<file path="src/rtl/pu_pkg.sv">
// Shared types and helpers for the time-multiplexed processing unit.
package pu_pkg;

  typedef enum logic [1:0] {
    ST_IDLE = 2'd0,
    ST_MAC  = 2'd1,
    ST_NORM = 2'd2,
    ST_OUT  = 2'd3
  } pu_state_e;

  localparam logic ACT_IDENT = 1'b0;
  localparam logic ACT_RELU  = 1'b1;

  // Accumulator width: full product width plus headroom for N terms.
  function automatic int acc_width(input int w, input int n);
    return 2 * w + $clog2(n);
  endfunction

endpackage

</file>
<file path="src/rtl/pu_norm_sat.sv">
// Combinational normalisation: fractional shift (floor), clamp to W bits,
// optional ReLU, plus zero and saturation indications.
module pu_norm_sat
  import pu_pkg::*;
#(
  parameter int W     = 5,
  parameter int FRAC  = 3,
  parameter int ACC_W = 12
) (
  input  logic signed [ACC_W-1:0] acc,
  input  logic                    act_mode,
  output logic        [W-1:0]     result,
  output logic                    zero,
  output logic                    sat
);

  localparam logic signed [ACC_W-1:0] S_MAX = ACC_W'((2 ** (W - 1)) - 1);
  localparam logic signed [ACC_W-1:0] S_MIN = -S_MAX - ACC_W'(1);

  // Returns {sat, value}: value clamped into the signed W-bit range.
  function automatic logic [W:0] clamp_w(input logic signed [ACC_W-1:0] s);
    if (s > S_MAX) begin
      clamp_w = {1'b1, S_MAX[W-1:0]};
    end else if (s < S_MIN) begin
      clamp_w = {1'b1, S_MIN[W-1:0]};
    end else begin
      clamp_w = {1'b0, s[W-1:0]};
    end
  endfunction

  logic signed [ACC_W-1:0] shifted;
  logic        [W:0]       clamped;

  // Arithmetic shift floors toward -inf; ReLU only masks the value, not sat.
  always_comb begin
    shifted = acc >>> FRAC;
    clamped = clamp_w(shifted);
    sat     = clamped[W];
    result  = clamped[W-1:0];
    if (act_mode == ACT_RELU && clamped[W-1]) begin
      result = '0;
    end
    zero = (result == '0);
  end

endmodule

</file>
<file path="src/rtl/pu_seq_mac.sv">
// Sequential MAC processing unit: one shared multiplier iterated over N
// channels, valid/ready on operand and result sides.
module pu_seq_mac
  import pu_pkg::*;
#(
  parameter int W    = 5,
  parameter int FRAC = 3,
  parameter int N    = 4
) (
  input  logic           clk,
  input  logic           rst_n,
  input  logic           in_valid,
  output logic           in_ready,
  input  logic [N*W-1:0] x_flat,
  input  logic [N*W-1:0] w_flat,
  input  logic           act_mode,
  output logic           out_valid,
  input  logic           out_ready,
  output logic [W-1:0]   result,
  output logic           zero_flag,
  output logic           sat_flag
);

  localparam int ACC_W = acc_width(W, N);
  localparam int IDX_W = $clog2(N);
  localparam int EXT_W = ACC_W - 2 * W;

  pu_state_e               state_q, state_d;
  logic [IDX_W-1:0]        idx_q, idx_d;
  logic signed [ACC_W-1:0] acc_q, acc_d;
  logic [N*W-1:0]          x_q, x_d;
  logic [N*W-1:0]          w_q, w_d;
  logic                    mode_q, mode_d;
  logic [W-1:0]            result_q, result_d;
  logic                    zero_q, zero_d;
  logic                    sat_q, sat_d;

  logic signed [W-1:0]     x_sel, w_sel;
  logic signed [2*W-1:0]   prod;
  logic signed [ACC_W-1:0] prod_ext;
  logic [W-1:0]            norm_result;
  logic                    norm_zero, norm_sat;

  // Shared multiplier on the channel selected by idx.
  always_comb begin
    x_sel    = x_q[idx_q*W +: W];
    w_sel    = w_q[idx_q*W +: W];
    prod     = x_sel * w_sel;
    prod_ext = {{EXT_W{prod[2*W-1]}}, prod};
  end

  pu_norm_sat #(
    .W    (W),
    .FRAC (FRAC),
    .ACC_W(ACC_W)
  ) u_norm (
    .acc     (acc_q),
    .act_mode(mode_q),
    .result  (norm_result),
    .zero    (norm_zero),
    .sat     (norm_sat)
  );

  // Next-state and datapath update for the IDLE/MAC/NORM/OUT sequence.
  always_comb begin
    state_d  = state_q;
    idx_d    = idx_q;
    acc_d    = acc_q;
    x_d      = x_q;
    w_d      = w_q;
    mode_d   = mode_q;
    result_d = result_q;
    zero_d   = zero_q;
    sat_d    = sat_q;
    unique case (state_q)
      ST_IDLE: begin
        if (in_valid) begin
          x_d     = x_flat;
          w_d     = w_flat;
          mode_d  = act_mode;
          acc_d   = '0;
          idx_d   = '0;
          state_d = ST_MAC;
        end
      end
      ST_MAC: begin
        acc_d = acc_q + prod_ext;
        if (idx_q == IDX_W'(N - 1)) begin
          idx_d   = '0;
          state_d = ST_NORM;
        end else begin
          idx_d = idx_q + IDX_W'(1);
        end
      end
      ST_NORM: begin
        result_d = norm_result;
        zero_d   = norm_zero;
        sat_d    = norm_sat;
        state_d  = ST_OUT;
      end
      ST_OUT: begin
        if (out_ready) begin
          state_d = ST_IDLE;
        end
      end
      default: state_d = ST_IDLE;
    endcase
  end

  // Control, accumulator and result registers; async reset discards any
  // in-flight transaction.
  always_ff @(posedge clk or negedge rst_n) begin
    if (!rst_n) begin
      state_q  <= ST_IDLE;
      idx_q    <= '0;
      acc_q    <= '0;
      result_q <= '0;
      zero_q   <= 1'b0;
      sat_q    <= 1'b0;
    end else begin
      state_q  <= state_d;
      idx_q    <= idx_d;
      acc_q    <= acc_d;
      result_q <= result_d;
      zero_q   <= zero_d;
      sat_q    <= sat_d;
    end
  end

  // Operand registers only change on IDLE acceptance; they need no reset.
  always_ff @(posedge clk) begin
    x_q    <= x_d;
    w_q    <= w_d;
    mode_q <= mode_d;
  end

  assign in_ready  = (state_q == ST_IDLE);
  assign out_valid = (state_q == ST_OUT);
  assign result    = result_q;
  assign zero_flag = zero_q;
  assign sat_flag  = sat_q;

endmodule

</file>
<file path="config.mk">
export PLATFORM = sky130hd
export DESIGN_NAME = pu_seq_mac
export DESIGN_NICKNAME = d
export VERILOG_FILES = /design/src/rtl/pu_pkg.sv /design/src/rtl/pu_norm_sat.sv /design/src/rtl/pu_seq_mac.sv
export SDC_FILE = /design/constraint.sdc
export NUM_CORES = 1
export LEC_CHECK = 0
export ABC_CLOCK_PERIOD_IN_PS = 9900
export CORE_UTILIZATION = 30
export CTS_BUF_LIST = sky130_fd_sc_hd__clkbuf_16
export DETAILED_ROUTE_END_ITERATION = 7
export GPL_TIMING_DRIVEN = 0
export SLEW_MARGIN = 20
export SYNTH_ARGS = -nofsm -noshare
export SYNTH_HDL_FRONTEND = slang
export SYNTH_SLANG_ARGS = --single-unit
</file>
<file path="constraint.sdc">
create_clock -name clk -period 9.9 [get_ports clk]
set_clock_uncertainty 0.15 [all_clocks]
set_input_delay 1.98 -clock clk [delete_from_list [all_inputs] [get_ports clk]]
set_output_delay 1.98 -clock clk [all_outputs]
set_load 0.01 [all_outputs]
</file>
Word level (Yosys, flattened, before mapping)
Cells that the tools add are included.
{"block": "totals", "reg_bits": 64, "input_bits": 45, "out_inout_bits": 9, "wordCells": 43}
{"block": "classes", "n_addsub": 2, "n_mul": 2, "order_cmp": 2, "n_eq_ne": 7, "shift": 2, "n_mux": 12, "n_reduce_logical": 7}
{"cell": "$shiftx A20 B6 Y5", "count": 2}
{"cell": "$pmux W12 S2", "count": 1}
{"cell": "$add A12 B10 Y12", "count": 1}
{"cell": "$mux W12", "count": 1}
{"cell": "$mux W6", "count": 2}
{"cell": "$mul A5 B5 Y10", "count": 1}
{"cell": "$mux W2", "count": 5}
{"cell": "$gt A9 B5 Y1 const B", "count": 1}
{"cell": "$lt A9 B5 Y1 const B", "count": 1}
{"cell": "$pmux W2 S4", "count": 1}
{"cell": "$eq A2 B2 Y1 const B", "count": 3}
{"cell": "$logic_not A5 Y1", "count": 1}
{"cell": "$mul A2 B3 Y5 const B", "count": 1}
{"cell": "$mux W5", "count": 1}
{"cell": "$ne A2 B2 Y1 const B", "count": 2}
{"cell": "$pmux W2 S2", "count": 1}
{"cell": "$reduce_and A2 Y1", "count": 2}
{"cell": "$reduce_and A3 Y1", "count": 1}
{"cell": "$add A2 B1 Y2 const B", "count": 1}
{"cell": "$eq A2 B1 Y1 const B", "count": 1}
{"cell": "$logic_not A2 Y1", "count": 1}
{"cell": "$ne A2 B1 Y1 const B", "count": 1}
{"cell": "$reduce_bool A2 Y1", "count": 1}
{"cell": "$logic_and A1 B1 Y1", "count": 1}

Depth between registers and ports, before layout
Gate-level depths: netlist of the first run.
{"block": "logic_depth", "word_depth": 6, "mapped_depth": 18, "depth_no_buf": 16}

Modules after synthesis
A second synthesis of the first run with hierarchy kept.
{"block": "unflattened", "hier_cells": 289, "area_unflattened_um2": 4000.1}
{"mod": "pu_seq_mac", "n_inst": 1, "cells_each": 273, "area_per_inst_um2": 3892.5, "seq_area_each_um2": 1806.7}
{"mod": "pu_norm_sat", "n_inst": 1, "cells_each": 16, "area_per_inst_um2": 107.6, "seq_area_each_um2": 0.0}

Worst setup path after synthesis of the first run
OpenSTA, ideal clock, no wires.
{"block": "synth_timing", "path_kind": "reg2reg", "startpoint": "register idx_q[0]", "endpoint": "register acc_q[9]", "setup_ps": 122, "t_arrival_ps": 4861, "required_time_ps": 9628, "setup_slack_ps": 4767, "path_stages_with_launch": 17, "n_path_buf": 1, "period_less_slack_ps": 5133, "path_cell_list": "dfrtp_1 -> buf_6 -> mux4_2 -> and2_1 -> fa_1 -> inv_1 -> fa_1 -> inv_1 -> fa_1 -> fa_1 -> inv_1 -> fa_1 -> nand2b_1 -> a21oi_1 -> o21a_1 -> o21ai_0 -> a32o_1"}
{"block": "synth_between", "elab_chain_len": 5, "elab_cells_between_ends": 6, "cone_classes": "add/sub: 1; mul: 2; shift: 2; mux: 1"}
{"element": "start, declared", "line": "pu_seq_mac.sv:29", "source": "logic [IDX_W-1:0] idx_q, idx_d;"}
{"element": "start signal, assigned", "line": "pu_seq_mac.sv:122", "source": "idx_q <= idx_d;"}
{"element": "$mul A2 B3 Y5 (*)", "line": "pu_seq_mac.sv:46, pu_seq_mac.sv:47"}
{"element": "$shiftx A20 B6 Y5 (on tied branches)", "line": "pu_seq_mac.sv:46, pu_seq_mac.sv:47"}
{"element": "$mul A5 B5 Y10 (*)", "line": "pu_seq_mac.sv:48", "source": "prod = x_sel * w_sel;"}
{"element": "$add A12 B10 Y12 (*)", "line": "pu_seq_mac.sv:87", "source": "acc_d = acc_q + prod_ext;"}
{"element": "$pmux W12 S2 (*)", "line": "pu_seq_mac.sv:75", "source": "unique case (state_q)"}
{"element": "end signal, assigned", "line": "pu_seq_mac.sv:116", "source": "acc_q <= '0;"}
{"element": "end signal, assigned", "line": "pu_seq_mac.sv:123", "source": "acc_q <= acc_d;"}
{"element": "end, declared", "line": "pu_seq_mac.sv:30", "source": "logic signed [ACC_W-1:0] acc_q, acc_d;"}
Mark *: on every way between the ends. The rest lies on a longest branch, timed or not.
A chain may end at the register's enable or synchronous reset.

Final worst setup path of the first run
{"block": "layout_timing", "startpoint": "register idx_q[1]", "endpoint": "register acc_q[9]"}
Same word-level chain as after synthesis.

==> flow_summary.json, run 1 <==
{
  "outcome": "completed",
  "hold_ws_ps": 359,
  "clockBufferDepth": 2,
  "synth_top_area_share_pct": 31.3,
  "vias": 2456,
  "first_iter_violations": 79,
  "synth_top_area_cell": "edfxtp_1",
  "avgRoutedWirePerCell_um": 13.9,
  "core_um2": 12700,
  "gp_congestion": 0.785,
  "worstSetupPathType": "reg2reg",
  "slew_headroom_pct": 52.4,
  "crit_path_end_kind": "flip-flop",
  "die_w_um": 116,
  "synth_edf_count": 41,
  "tightest_slew_ps": 707,
  "cap_violations": 0,
  "grt_remaining_overflow": 0,
  "hold_viol": 0,
  "cts-root-buf": "clkbuf_16",
  "synth-async-reset-ratio_pct": 35.9,
  "htreeDepth": 3,
  "cpLargestDelayFamily": "adder cells",
  "ys_top_cells_by_area": "edfxtp_1 31%, fa_1 16%, dfrtp_1 15%, ha_1 9.5%, mux4_2 5.2%",
  "grt_use_total_pct": 12.9,
  "cts_buffers": 9,
  "portBuffers": 53,
  "grt_pass1_wl_um": 13100,
  "cts_tree": "yes",
  "clkTransAtPathRegs_ps": 50,
  "synth_ff_type": "edfxtp_1",
  "slowest_delay_ps": 580,
  "area_growth_pct": 26.4,
  "avgSynthCellArea_um2": 13.1,
  "grt_pass1_vias": 2703,
  "cts_hold_buf": 0,
  "firstDrtPassIters": 4,
  "ioPinCount": 54,
  "dp_slack_ps": 4130,
  "synth_fp_nets": 405,
  "grt_start_max_net_pins": 37,
  "synth.yosys.seq_area_share_pct": 46.0,
  "remaining_drc_errors": 0,
  "crit_required_ps": 9960,
  "setup_violations": 0,
  "worst_slack_ps": 4220,
  "cts.sinks": 64,
  "hold_class": "reg2reg",
  "path_buf_inv": 4,
  "crit_path_top_delay_cell": "fa_1",
  "drive_gt1_share_pct": 8.42,
  "dp_hpwl_um": 5930,
  "syn-cell-area_um2": 3930,
  "drv_slew": 0,
  "antenna_found_initial": 0,
  "nFillCells": 1244,
  "path_cells": "buf_1 > mux4_2 > and2_1 > fa_1 > inv_1 > fa_1 > inv_1 > fa_1 > fa_1 > inv_1 > fa_1 > nand2b_1 > a21oi_1 > o21a_1 > o21ai_0 > a32o_1",
  "dieArea_um2": 13600,
  "clk_latency_ps": 330,
  "fin_util_pct": 39.1,
  "cts_resized": 0,
  "routed_wl_um": 7490,
  "fin_setup_tns_ps": 0,
  "rsz0062_at_grt": "false",
  "cp-start-kind": "flip-flop",
  "crit_arrival_ps": 5740,
  "nNetsFinal": 470,
  "fp-row-count": 41,
  "yosysWarnings": 0,
  "postRouteAntennaNets": 0,
  "start_util_pct": 30.9,
  "crit_top_cell": "fa_1",
  "synth-seq-cells": 64,
  "die_y_um": 116,
  "post-route-period-util_pct": 57.3,
  "postCtsSetupBuffers": 0,
  "path_max_fanout": 10,
  "diodes": 0,
  "synth_cell_type_count": 42,
  "clock.fmax_mhz": 176,
  "layout_commonest_cell": "clkdlybuf4s50_1",
  "syn_inst": 299,
  "period_needed_ps": 5680,
  "mostFrequentLayoutCells": "52 x clkdlybuf4s50_1, 41 x edfxtp_1, 31 x inv_1, 31 x fa_1, 30 x ha_1",
  "viasPerCell": 4.55
}
[final timing paths]
path	from	to	slack (ps)	cells after the start
max reg2reg	idx_q[1]$_DFFE_PN0P_	acc_q[9]$_DFFE_PN0P_	4220	16
min reg2reg	acc_q[2]$_DFFE_PN0P_	acc_q[2]$_DFFE_PN0P_	360	1
min	acc_q[2]$_DFFE_PN0P_	acc_q[2]$_DFFE_PN0P_	360	1
min in group asynchronous	rst_n	result[3]$_DFFE_PN0P_	1480	1
max	idx_q[1]$_DFFE_PN0P_	acc_q[9]$_DFFE_PN0P_	4220	16
max in group asynchronous	rst_n	acc_q[2]$_DFFE_PN0P_	7750	1
[flip-flops by register name, indices dropped and copies added (netlist names)]
name	count
mode_q	1
w_q	20
state_q	2
zero_flag	1
result	5
acc_q	12
sat_flag	1
idx_q	2
x_q	20
[stage by stage]
step	std cells	instance area [um2]
2_1_floorplan	299	3930
3_3_place_gp	524	4680
3_5_place_dp	525	4700
4_1_cts	540	4980
5_1_grt	540	4970
6_report	540	4970
[worst reg2reg max path, delay by kind of cell, from the launching register on]
kind                       cells  cell delay, ps
adders and majority gates      5            2520
buffers and inverters          4             640
muxes                          1             450
and+or+nand+nor                2             540
DFF                            1             460
AOI/OAI and AO/OA              4             800
[cell type report]
type	instances	area, um2	share of cell area, %
Buffer	8	43.8	0.881
Clock buffer	9	225	4.53
Clock inverter	6	52.6	1.06
Inverter	30	113	2.27
Multi-Input combinational cell	197	1970	39.6
Sequential cell	64	1810	36.3
Tap cell	172	215	4.33
Timing Repair Buffer	54	546	11.0
[routing by layer]
layer	track usage, %	vias to the layer above	wire [um]
li1	-	1179	-
met3	3.74	11	370
met2	21.6	62	3740
met5	0	-	0
met4	5.73	0	172
met1	15.6	1204	3210
[cell usage after synthesis, types with 3 or more instances]
master / number
xnor2_1: 6
nand2b_1: 3
o21a_1: 4
o21ai_1: 3
a22o_1: 5
nor3_1: 3
nor3b_1: 4
edfxtp_1: 41
fa_1: 31
mux4_2: 9
a21oi_1: 9
ha_1: 30
clkbuf_1: 3
o21ai_0: 16
nand2_1: 15
inv_1: 30
dfrtp_1: 23
nor2_1: 15
and2_1: 18
[cells by family (layout without fill, tap and decap cells)]
family	Yosys count	count (layout)	synth area share (%)
xor gates and xnor gates	8	8	1.78
DFF	64	64	46.0
AOI/OAI and AO/OA	47	47	7.67
adders and majority gates	61	61	25.3
buffers and inverters	38	107	3.98
and+or+nand+nor	68	68	9.04
muxes	13	13	6.24
Power of run 1 is not shown: default switching activity piles up to over one toggle a cycle in this logic, so the estimate is an artifact.
==> inputs of run 2 (changes only) <==
--- a/config.mk
+++ b/config.mk
@@ -5,7 +5,7 @@
 export SDC_FILE = /design/constraint.sdc
 export NUM_CORES = 1
 export LEC_CHECK = 0
-export ABC_CLOCK_PERIOD_IN_PS = 9900
+export ABC_CLOCK_PERIOD_IN_PS = 5400
 export CORE_UTILIZATION = 30
 export CTS_BUF_LIST = sky130_fd_sc_hd__clkbuf_16
 export DETAILED_ROUTE_END_ITERATION = 7
==> constraint.sdc (replaced) <==
create_clock -name clk -period 5.4 [get_ports clk]
set_clock_uncertainty 0.15 [all_clocks]
set_input_delay 1.08 -clock clk [delete_from_list [all_inputs] [get_ports clk]]
set_output_delay 1.08 -clock clk [all_outputs]
set_load 0.01 [all_outputs]
==> run 2 against run 1 <==
Sequential cell count is the same. Worst hold slack worse by 9.2 ps. Count of clock-buffer cells in the layout unchanged. Register-to-register slack got worse by 4000 ps. Die area unchanged. Global-route usage about the same.
==> flow_summary.json, run 2 (synthesis gave the netlist of run 1 again) <==
{
  "outcome": "completed",
  "nNetsFinal": 472,
  "dieArea_um2": 13600,
  "dp_slack_ps": -366,
  "antenna_found_initial": 0,
  "hold_viol": 0,
  "grt_use_total_pct": 12.9,
  "placed_cell_area_um2": 4700,
  "remaining_drc_errors": 0,
  "clk_latency_ps": 330,
  "worstSetupPathType": "reg2reg",
  "drive_gt1_share_pct": 10.3,
  "ioPinCount": 54,
  "htreeDepth": 3,
  "grt_pass1_wl_um": 13100,
  "hold_ws_ps": 349,
  "hold_class": "reg2reg",
  "avgRoutedWirePerCell_um": 13.8,
  "cts_tree": "yes",
  "grt_start_max_net_pins": 37,
  "vias": 2459,
  "drv_slew": 0,
  "core_um2": 12700,
  "reg2reg_slack_ps": 210,
  "fp-row-count": 41,
  "crit_required_ps": 5460,
  "nFillCells": 1239,
  "rsz0062_at_grt": "false",
  "grt_pass1_vias": 2700,
  "setup_violations": 0,
  "period_needed_ps": 5190,
  "firstDrtPassIters": 4,
  "crit_top_cell": "fa_1",
  "top_regs": "w_q x20, x_q x20, acc_q x12",
  "clkTransAtPathRegs_ps": 50,
  "grt_remaining_overflow": 0,
  "post-route-period-util_pct": 96.0,
  "crit_path_top_delay_cell": "mux4_2",
  "crit_arrival_ps": 5250,
  "clock.fmax_mhz": 193,
  "path_cells": "buf_12 > mux4_2 > or2_1 > fa_1 > fa_1 > inv_1 > fa_1 > fa_1 > inv_1 > fa_1 > nand2b_4 > a21oi_4 > o21a_1 > o21ai_0 > a32o_1",
  "cap_violations": 0,
  "die_w_um": 116,
  "start_util_pct": 30.9,
  "cts.sinks": 64,
  "design_area_um2": 5020,
  "path_max_fanout": 10,
  "diodes": 0,
  "routed_wl_um": 7470,
  "mostFrequentLayoutCells": "52 x clkdlybuf4s50_1, 41 x edfxtp_1, 31 x inv_1, 31 x fa_1, 30 x ha_1",
  "cts-root-buf": "clkbuf_16",
  "worst_slack_ps": 214,
  "slew_headroom_pct": 53.9,
  "first_iter_violations": 103,
  "clockBufferDepth": 2,
  "layout_commonest_cell": "clkdlybuf4s50_1",
  "cts_hold_buf": 0,
  "tightest_slew_ps": 685,
  "die_y_um": 116,
  "cp-start-kind": "flip-flop",
  "gp_congestion": 0.785,
  "crit_path_end_kind": "flip-flop",
  "postRouteAntennaNets": 0,
  "cts_buffers": 9,
  "portBuffers": 53,
  "dp_hpwl_um": 5930,
  "area_growth_pct": 27.7,
  "slowest_delay_ps": 550,
  "viasPerCell": 4.54
}
run 2: worst max-delay path: cells and delay by family, from the launching register on:
| kind | cells | cell delay, ps |
|---|---|---|
| compound gates | 4 | 660 |
| fa+ha+maj | 5 | 2550 |
| buf+inv | 3 | 290 |
| flops | 1 | 430 |
| mux | 1 | 550 |
| simple gates | 2 | 430 |
run 2: final timing paths:
path	startpoint	end	cells past startpoint
worst min-delay path	acc_q[2]$_DFFE_PN0P_	acc_q[2]$_DFFE_PN0P_	1
worst max-delay path	idx_q[0]$_DFFE_PN0P_	acc_q[9]$_DFFE_PN0P_	15
max in group asynchronous	rst_n	idx_q[0]$_DFFE_PN0P_	1
worst max register to register	idx_q[0]$_DFFE_PN0P_	acc_q[9]$_DFFE_PN0P_	15
min in group asynchronous	rst_n	result[3]$_DFFE_PN0P_	1
worst min register to register	acc_q[2]$_DFFE_PN0P_	acc_q[2]$_DFFE_PN0P_	1
run 2: per-stage QoR:
| step | instances | utilization, % | setup TNS, ps |
|---|---|---|---|
| 5_1_grt | 542 | 39.5 | 0 |
| 4_1_cts | 540 | 39.2 | 0 |
| 6_report | 542 | 39.5 | 0 |
| 3_5_place_dp | 525 | 36.9 | -812 |
| 3_3_place_gp | 524 | 36.8 | -665 |
| 2_1_floorplan | 299 | - | 0 |
run 2: final cells by class:
class	count	area, um2	area share (%)
Clock inverter	6	52.6	1.05
Timing Repair Buffer	56	561	11.2
Tap cell	172	215	4.29
Clock buffer	9	225	4.49
Buffer	8	56.3	1.12
Inverter	30	113	2.24
Multi-Input combinational cell	197	1990	39.6
Sequential cell	64	1810	36.0
run 2: what timing repair did:
item,CTS,global route
endpoints found under the setup margin,4,2
setup buffers,0,2
resized for setup,5,5
pin swaps,0,1
run 2: per-layer routing:
metal | vias up | GRT usage (%) | share of wire, %
met5 | - | 0 | 0
met3 | 12 | 3.74 | 5.1
li1 | 1183 | - | -
met1 | 1204 | 15.5 | 43
met4 | 0 | 5.73 | 2.4
met2 | 60 | 21.6 | 49
Power of run 2 is left out for the same reason.
